[config.mk]
export PLATFORM = sky130hd
export DESIGN_NAME = up_dn_counter_ctrl
export DESIGN_NICKNAME = d
export VERILOG_FILES = /design/src/rtl/up_dn_counter_ctrl.sv
export SDC_FILE = /design/constraint.sdc
export NUM_CORES = 1
export LEC_CHECK = 0
export ABC_AREA = 0
export CAP_MARGIN = 10
export CORE_MARGIN = 3
export CORE_UTILIZATION = 48
export CTS_CLUSTER_SIZE = 10
export DETAILED_ROUTE_END_ITERATION = 6
export PLACE_DENSITY = 0.79
export SETUP_SLACK_MARGIN = 0.3
export SYNTH_ARGS = -nofsm -noshare
export SYNTH_HDL_FRONTEND = slang
export SYNTH_SLANG_ARGS = --single-unit
[constraint.sdc]
create_clock -name CLK -period 2.4 [get_ports CLK]
set_input_delay 0.36 -clock CLK [delete_from_list [all_inputs] [get_ports CLK]]
set_output_delay 0.36 -clock CLK [all_outputs]
set_load 0.1 [all_outputs]
[src/rtl/up_dn_counter_ctrl.sv]
// Sequencer that loads an up/down counter, steps it to a target and reports Done/Steps/Err.
// Define UP_DN_CTRL_PINGPONG_EN to add a return leg back to the start value before Done.
module up_dn_counter_ctrl #(
   parameter int WIDTH = 5
) (
   input  logic             CLK,
   input  logic             RST,
   input  logic             Start,
   input  logic [WIDTH-1:0] Start_Val,
   input  logic [WIDTH-1:0] Target,
   input  logic [WIDTH-1:0] Counter,
   input  logic             High,
   input  logic             Low,
   output logic             Load,
   output logic [WIDTH-1:0] IN,
   output logic             Up,
   output logic             Down,
   output logic             Busy,
   output logic             Done,
   output logic             Err,
   output logic [WIDTH:0]   Steps
);

   typedef enum logic [2:0] {
      S_IDLE,
      S_LOAD,
      S_RUN,
      S_DONE,
      S_ERR
   } state_t;

   state_t           state_q, state_d;
   logic [WIDTH-1:0] start_q, start_d;
   logic [WIDTH-1:0] target_q, target_d;
   logic [WIDTH-1:0] tmo_q, tmo_d;
   logic [WIDTH:0]   steps_q, steps_d;
   logic             dir_up_q, dir_up_d;
   logic             dir_dn_q, dir_dn_d;
   logic [WIDTH-1:0] goal;
   logic             at_goal;
`ifdef UP_DN_CTRL_PINGPONG_EN
   logic             leg_q, leg_d;
`endif

   always_comb begin
      state_d  = state_q;
      start_d  = start_q;
      target_d = target_q;
      tmo_d    = tmo_q;
      steps_d  = steps_q;
      dir_up_d = dir_up_q;
      dir_dn_d = dir_dn_q;
`ifdef UP_DN_CTRL_PINGPONG_EN
      leg_d    = leg_q;
`endif
      Load     = 1'b0;
      IN       = '0;
      Up       = 1'b0;
      Down     = 1'b0;
      Busy     = 1'b0;
      Done     = 1'b0;
      Err      = 1'b0;

      goal = target_q;
`ifdef UP_DN_CTRL_PINGPONG_EN
      if (leg_q) begin
         goal = start_q;
      end
`endif
      at_goal = (Counter == goal);

      case (state_q)
         S_IDLE, S_ERR: begin
            Err = (state_q == S_ERR);
            if (Start) begin
               start_d  = Start_Val;
               target_d = Target;
               steps_d  = '0;
               state_d  = S_LOAD;
            end
         end
         S_LOAD: begin
            Load     = 1'b1;
            IN       = start_q;
            Busy     = 1'b1;
            dir_up_d = (target_q > start_q);
            dir_dn_d = (target_q < start_q);
            tmo_d    = '0;
`ifdef UP_DN_CTRL_PINGPONG_EN
            leg_d    = 1'b0;
`endif
            state_d  = S_RUN;
         end
         S_RUN: begin
            Busy = 1'b1;
            // Gated on the live counter value so the step stops in the cycle it lands.
            Up   = dir_up_q && !at_goal && !High;
            Down = dir_dn_q && !at_goal && !Low;
            if (Up || Down) begin
               steps_d = steps_q + 1'b1;
            end
            if (at_goal) begin
`ifdef UP_DN_CTRL_PINGPONG_EN
               if (!leg_q) begin
                  leg_d    = 1'b1;
                  dir_up_d = dir_dn_q;
                  dir_dn_d = dir_up_q;
                  tmo_d    = '0;
               end else begin
                  state_d = S_DONE;
               end
`else
               state_d = S_DONE;
`endif
            end else if (tmo_q == '1) begin
               state_d = S_ERR;
            end else begin
               tmo_d = tmo_q + 1'b1;
            end
         end
         S_DONE: begin
            Done    = 1'b1;
            state_d = S_IDLE;
         end
         default: begin
            state_d = S_IDLE;
         end
      endcase
   end

   assign Steps = steps_q;

   always_ff @(posedge CLK) begin
      if (RST) begin
         state_q  <= S_IDLE;
         start_q  <= '0;
         target_q <= '0;
         tmo_q    <= '0;
         steps_q  <= '0;
         dir_up_q <= 1'b0;
         dir_dn_q <= 1'b0;
`ifdef UP_DN_CTRL_PINGPONG_EN
         leg_q    <= 1'b0;
`endif
      end else begin
         state_q  <= state_d;
         start_q  <= start_d;
         target_q <= target_d;
         tmo_q    <= tmo_d;
         steps_q  <= steps_d;
         dir_up_q <= dir_up_d;
         dir_dn_q <= dir_dn_d;
`ifdef UP_DN_CTRL_PINGPONG_EN
         leg_q    <= leg_d;
`endif
      end
   end

endmodule

==> flow_metrics.tcl <==
set metrics [dict create \
    synthesis.area_sq_mm 0.00146 \
    drc 0 \
    antenna_found_initial 0 \
    syn_to_final_growth_pct 39.5 \
    vias 1356 \
    clock_sinks 26 \
    synth_fp_nets 205 \
    diodes 0 \
    cts_hold_buf 0 \
    stdcell_area_sq_mm 0.00203 \
    num_rows 19 \
    first_pass_iters 4 \
    track_usage_pct 19.8 \
    cts_buffers 3 \
    root_buffer "clkbuf_4" \
    syn_inst 177 \
    clock_path_buffers 2 \
    cellInternalPower_w 0.000796 \
    p_leak_nw 0.803 \
    r2r_start "tmo_q[0]" \
    max_slew_margin_pct 70.5 \
    regToRegSetupSlack_ns 0.47 \
    ys_seq_area_share_pct 35.7 \
    grt_setup_unrepaired "yes" \
    ys.flop_type "dfxtp_1" \
    drive_above_1_share_pct 25.1 \
    holdPathStages 2 \
    cts_htree_levels 1 \
    rr_endpoint "tmo_q[0]" \
    power.switching_w 0.000546 \
    synth_edf_count 0 \
    die_area_sq_mm 0.00373 \
    dpl_cell_area_sq_mm 0.00193 \
    drv_slew 0 \
    wire_per_inst_um 14.1 \
    final_util_pct 71.9 \
    fin_crit_sh_pct 86.2 \
    ys_seq_elements 26 \
    power_per_cell_area_mw_per_mm2 660 \
    p_sw_share_pct 40.7 \
    io_pins 37 \
    ant_nets 0 \
    path_clk_slew_ns 0.15 \
    final_cell_mix "33 x nand2_1, 23 x dfxtp_1, 20 x a21oi_1, 18 x clkdlybuf4s50_1, 12 x buf_4" \
    pwr-share-comb_pct 43.1 \
    grt_start_max_net_pins 25 \
    tightest_slew_ns 0.443 \
    drt_iter0_markers 80 \
    ys_warn_count 0 \
    pre_cts_ws_ns 0.222 \
    power_w 0.00134 \
    hp-start "start_q[1]" \
    cts_tree "yes" \
    cp-start-kind "flip-flop" \
    fmax_mhz 483 \
    gp_congestion 0.867 \
    cp.required_ns 2.04 \
    initial_core_util_pct 51.5 \
    io_buffers 36 \
    p_clk_share_pct 17.7 \
    avgSynthCellArea_sq_um 8.24 \
    crit_family "simple AND/OR/NAND/NOR gates" \
    wl_um 3470 \
    status "complete, no violations" \
    critPathKind "flip-flop to output port" \
    grt_overflow 0 \
    crit_path_end_kind "output port" \
    grt_pass1_vias 1306 \
    r2r_cells 7 \
    slowest_stage "dfxtp_4" \
    die_x_um 61.1 \
    design.core.area_sq_mm 0.00283 \
    worst-path-buf-inv 2 \
    grt_pass1_wl_um 5580 \
    whs_endpoint "start_q[1]" \
    final_common_cell "nand2_1" \
    critPathMaxStageDelay_ns 0.40 \
    worstPathMaxFanout 10 \
    vias_per_cell 5.51 \
    ir_drop_uv 485 \
    min_path_type "flip-flop to flip-flop" \
    fillCellCount 224 \
    synthArstFlopShare_pct 0 \
    nets 244 \
    setup_viol 0 \
    die_h_um 61.1 \
    clock_latency_ns 0.34 \
    p_seq_share_pct 39.2 \
    min_period_ns 2.07 \
    maxCapViolations 0 \
    hold_viol 0 \
    finalSetupTns_ns 0 \
    synthDistinctLibCells 41 \
    dp_hpwl_um 2540 \
    setup_slack_ns 0.332 \
    fin_skew_ns 0.0106 \
    crit_chain "nand2b_1 -> or2_1 -> buf_4 -> nor2_2 -> buf_12" \
    crit_arrival_ns 1.71 \
]
-- metrics by stage --
step | hold WS (ns) | std cells
after floorplan | 0.436 | 177
after global placement | 0.448 | 241
after detailed placement | 0.452 | 241
after CTS | 0.471 | 246
after global routing | 0.503 | 246
final | 0.469 | 246
-- Yosys cell counts (all sizes together), types with 4 or more instances --
library cell  number  area share (%)
or3                4             2.1
nand2b             5             2.1
a31oi              6             4.3
ha                 8             6.9
nand3b             4             2.1
xor2               5             3.0
nand2             34             8.8
inv                7             1.8
dfxtp             26              36
a21oi             22             8.1
nor2              16             4.6
-- worst max-delay path by stage --
stage,startpoint,end,slack (ns),depth (start not counted)
after floorplan,state_q[0],IN[1],-0.16,5
after global placement,Counter[0],Down,0.28,7
after detailed placement,Counter[4],Down,0.22,7
after CTS,Counter[3],Down,0.31,7
after global routing,state_q[1],IN[3],0.26,5
final,state_q[1],IN[3],0.33,5
-- layout make-up --
cell class | count | area (sq um) | area share, %
Multi-Input combinational cell | 138 | 940 | 46.2
Inverter | 7 | 26.3 | 1.29
Clock buffer | 4 | 36.3 | 1.78
Sequential cell | 26 | 529 | 26.0
Tap cell | 31 | 38.8 | 1.91
Timing Repair Buffer | 40 | 463 | 22.8
-- per-layer routing --
metal / wire [um] / vias to the layer above / GRT usage, %
met2: 1730 / 55 / 35.0
met5: 0 / - / 0
met4: 77 / 0 / 6.50
li1: - / 677 / -
met3: 263 / 10 / 5.45
met1: 1400 / 614 / 23.0
-- power by group through the flow --
| stage | sequential [W] | combinational (W) | clock [W] |
|---|---|---|---|
| finish | 0.000526 | 0.000578 | 0.000237 |
| global route | 0.000533 | 0.000625 | 0.000254 |
| CTS | 0.000522 | 0.000567 | 0.000235 |
| detailed placement | 0.000527 | 0.000556 | 0 |
| global placement | 0.000523 | 0.000542 | 0 |
| floorplan | 0.000509 | 0.000397 | 0 |
-- kinds of logic after synthesis --
logic type | Yosys count | synth area share, %
compound gates | 39 | 17.6
xor+xnor | 6 | 3.61
fa+ha+maj | 8 | 6.87
buf+inv | 13 | 3.52
flops | 26 | 35.7
mux | 3 | 2.23
simple gates | 82 | 30.5
-- registers in the layout, summed over array words and instances, names as in the netlist --
signal	count
start_q	5
dir_dn_q	1
dir_up_q	1
tmo_q	5
goal	5
state_q	3
Steps	6
-- worst min-delay path: stages (launching register included) --
cell	delay, ns
dfxtp_1	0.34
nand2_1	0.05
a21oi_1	0.05
-- timing repair --
item,in CTS,in global routing
resized for setup,8,11
endpoints found under the setup margin,8,8
pin swaps,1,1
setup buffers,1,0
Power figures use the tool's default switching activity.
==> variant: new RTL, same flow settings <==
Add an input register stage for `Start`, `Start_Val`, `Target`, `Counter`, `High` and `Low`, with the module's reset; this delays them by one clock.
--- a/src/rtl/up_dn_counter_ctrl.sv
+++ b/src/rtl/up_dn_counter_ctrl.sv
@@ -30,2 +30,27 @@
    } state_t;
+
+   logic Start_q;
+   logic [WIDTH-1:0] Start_Val_q;
+   logic [WIDTH-1:0] Target_q;
+   logic [WIDTH-1:0] Counter_q;
+   logic High_q;
+   logic Low_q;
+
+   always_ff @(posedge CLK) begin
+      if (RST) begin
+         Start_q     <= '0;
+         Start_Val_q <= '0;
+         Target_q    <= '0;
+         Counter_q   <= '0;
+         High_q      <= '0;
+         Low_q       <= '0;
+      end else begin
+         Start_q     <= Start;
+         Start_Val_q <= Start_Val;
+         Target_q    <= Target;
+         Counter_q   <= Counter;
+         High_q      <= High;
+         Low_q       <= Low;
+      end
+   end
 
@@ -69,3 +94,3 @@
 `endif
-      at_goal = (Counter == goal);
+      at_goal = (Counter_q == goal);
 
@@ -74,5 +99,5 @@
             Err = (state_q == S_ERR);
-            if (Start) begin
-               start_d  = Start_Val;
-               target_d = Target;
+            if (Start_q) begin
+               start_d  = Start_Val_q;
+               target_d = Target_q;
                steps_d  = '0;
@@ -96,4 +121,4 @@
             // Gated on the live counter value so the step stops in the cycle it lands.
-            Up   = dir_up_q && !at_goal && !High;
-            Down = dir_dn_q && !at_goal && !Low;
+            Up   = dir_up_q && !at_goal && !High_q;
+            Down = dir_dn_q && !at_goal && !Low_q;
             if (Up || Down) begin
Formal check against the unedited RTL: not equivalent (Yosys sat finds a counterexample within 4 cycles, from zero or initial values and one cycle with RST high).
==> variant against the unedited design <==
  * Combinational power decreased by 61%
  * Routed wire length grew 13%
  * Setup slack improved by 43 ps
  * Global-route usage fell by 2.1 points
  * Synthesized area is 29% higher
  * Sequential cell count rose by 18
  * Via count rose by 16%
  * Critical path type unchanged
  * Clock power grew 110%
  * Total power is 11% higher
  * Design area rose by 24%
==> variant: results (changes against the unedited design) <==
{| class="wikitable"
! Metric !! Value
|-
| Run status || completed
|-
| Count of pins over their slew limit || 0 (unchanged)
|-
| Sequential-to-total area share from yosys stat || 46.8% (+11 points)
|-
| First-pass iteration count of the detailed router || 4 (unchanged)
|-
| Max reg flops || 6 (unchanged)
|-
| Cell variety after synth || 40 (-2.4%)
|-
| Via count of the first global-routing pass || 1437 (+10%)
|-
| Clk pin slew, worst setup/hold paths || 80 ps (-70 ps)
|-
| CTS H-tree depth || 2 (+1)
|-
| Power Internal || 0.00109 W (+37%)
|-
| Maximum number of pins on one net before global-route repair || 27 (+8.0%)
|-
| First-pass GRT wire length || 6.22 mm (+12%)
|-
| Number of nets in the layout || 283 (+16%)
|-
| Static Leakage || 1.02 nW (+27%)
|-
| Count of fill cells added during filler insertion || 303 (+35%)
|-
| Number of buffer cells added on primary ports || 36 (unchanged)
|-
| Global placement routability congestion || 0.843 (-2.7%)
|-
| Initial antenna violation count || 0 (unchanged)
|-
| Overall fraction of global-route tracks in use || 17.7% (-2.1 points)
|-
| Net count of the mapped netlist || 242 (+18%)
|-
| Startpoint of the worst register-to-register path || tmo_q[0]$_SDFFE_PP0P_
|-
| Worst hold-check path type || reg2reg
|-
| Ranking of synthesized cells by instance count || sky130_fd_sc_hd__dfxtp_1 (44), sky130_fd_sc_hd__nand2_1 (29), sky130_fd_sc_hd__nor2b_1 (21)
|-
| Fraction of final layout cells sized beyond drive strength 1 || 18.0% (-7.1 points)
|-
| Routed Wire Length || 3.94 mm (+13%)
|-
| Count of inserted antenna diode cells || 0 (unchanged)
|-
| Critical Path Source || goal[3]$_SDFFE_PP0P_
|-
| Number of buffers inserted during clock tree synthesis || 5 (+2)
|-
| Post-route clock skew || 9.00 ps (-1.64 ps)
|-
| Number of buffers inserted by post-CTS setup repair || 0 (-1)
|-
| Top cells by area in the synthesized netlist || sky130_fd_sc_hd__dfxtp_1 (47%), sky130_fd_sc_hd__nor2b_1 (7.0%), sky130_fd_sc_hd__nand2_1 (5.8%)
|-
| Number of instances resized during post-cts repair || 3 (-5)
|-
| Vias post-DR || 1572 (+16%)
|-
| Detailed Route Iter0 Violations || 147 (+84%)
|-
| Share of async-settable or async-resettable flops after synthesis || 0% (unchanged)
|-
| Most instantiated flip-flop cell in the synthesis netlist || sky130_fd_sc_hd__dfxtp_1
|-
| Hpwl dp || 2.81 mm (+11%)
|-
| Slew @ Worst Pin || 584 ps (+141 ps)
|-
| Max Buffers Root-to-Sink || 2 (unchanged)
|-
| Total number of yosys warnings || 0 (unchanged)
|-
| Hold_sp || Target_q[1]$_SDFF_PP0_
|-
| Root buf cell || sky130_fd_sc_hd__clkbuf_8
|-
| Maximum VDD drop || 0.357 mV (-26%)
|-
| Signal arrival time at the worst endpoint || 1670 ps (-40 ps)
|-
| Highest fanout seen on the critical path || 3 (-7)
|-
| Worst-skew pair later-pin latency || 300 ps (-40 ps)
|}
variant: cell types whose count changed after synthesis, moves of 4 or more:
cell	change
sky130_fd_sc_hd__nor2b_1	+19
sky130_fd_sc_hd__nand2_1	-5
sky130_fd_sc_hd__nand2b_1	-5
sky130_fd_sc_hd__a31oi_2	-4
sky130_fd_sc_hd__dfxtp_1	+18
sky130_fd_sc_hd__nor2_1	+4
sky130_fd_sc_hd__o21ai_0	+6
variant: layer usage:
metal  vias to the layer above  routed length (um)  track usage [%]
met4                         0                  45             5.21
li1                        807                   -                -
met3                         6                 179             4.86
met1                       721                1760             21.7
met5                         -                   0                0
met2                        38                1960             30.2
variant: final cells by class:
type	instances	area share, %
clock inverter	2	0.595
sequential	44	34.9
clock buffer	6	3.27
timing repair buffer	41	18.5
inverter	8	1.19
multi-input combinational	155	39.1
tap	48	2.38
variant: cells by family (layout without fill, tap and decap cells):
kind of cell	Yosys count	count (layout)	share of synthesized area [%]
AO/OA/AOI/OAI	43	43	14.1
XOR/XNOR	5	5	2.33
adder cells (fa/ha/maj)	8	8	5.32
buffers and inverters	15	57	3.79
flip-flops	44	44	46.8
multiplexers	1	1	0.532
AND/OR/NAND/NOR	98	98	27.1
variant: final timing paths:
path / endpoint / slack, ps / cells after the start
max: Up / 370 / 6
min: goal[1]$_SDFFE_PP0P_ / 440 / 2
max reg2reg: tmo_q[2]$_SDFFE_PP0P_ / 420 / 7
min reg2reg: goal[1]$_SDFFE_PP0P_ / 440 / 2
variant: stage by stage:
step	setup TNS (ps)	hold slack [ps]	std cells	area, um^2	setup slack, ps
after global placement	0	421	296	2400	519
final	0	438	304	2520	375
after detailed placement	0	425	296	2400	445
after global routing	0	458	304	2520	259
after CTS	0	441	304	2510	320
after floorplan	-319	415	214	1910	-115
variant: worst max-delay path, stage by stage (launching register included):
cell and delay, ps:
sky130_fd_sc_hd__dfxtp_1 400, sky130_fd_sc_hd__xor2_2 210, sky130_fd_sc_hd__nor2_1 110, sky130_fd_sc_hd__nand2_1 110
sky130_fd_sc_hd__nand2_1 90, sky130_fd_sc_hd__nor2_1 230, sky130_fd_sc_hd__buf_12 210
variant: power groups by stage:
stage	sequential [W]	clock (W)	combinational [W]
finish	0.000774	0.000486	0.000227
global route	0.000778	0.000521	0.000247
CTS	0.000774	0.000492	0.000226
detailed placement	0.000790	0	0.000223
global placement	0.000789	0	0.000221
floorplan	0.000786	0	0.000142
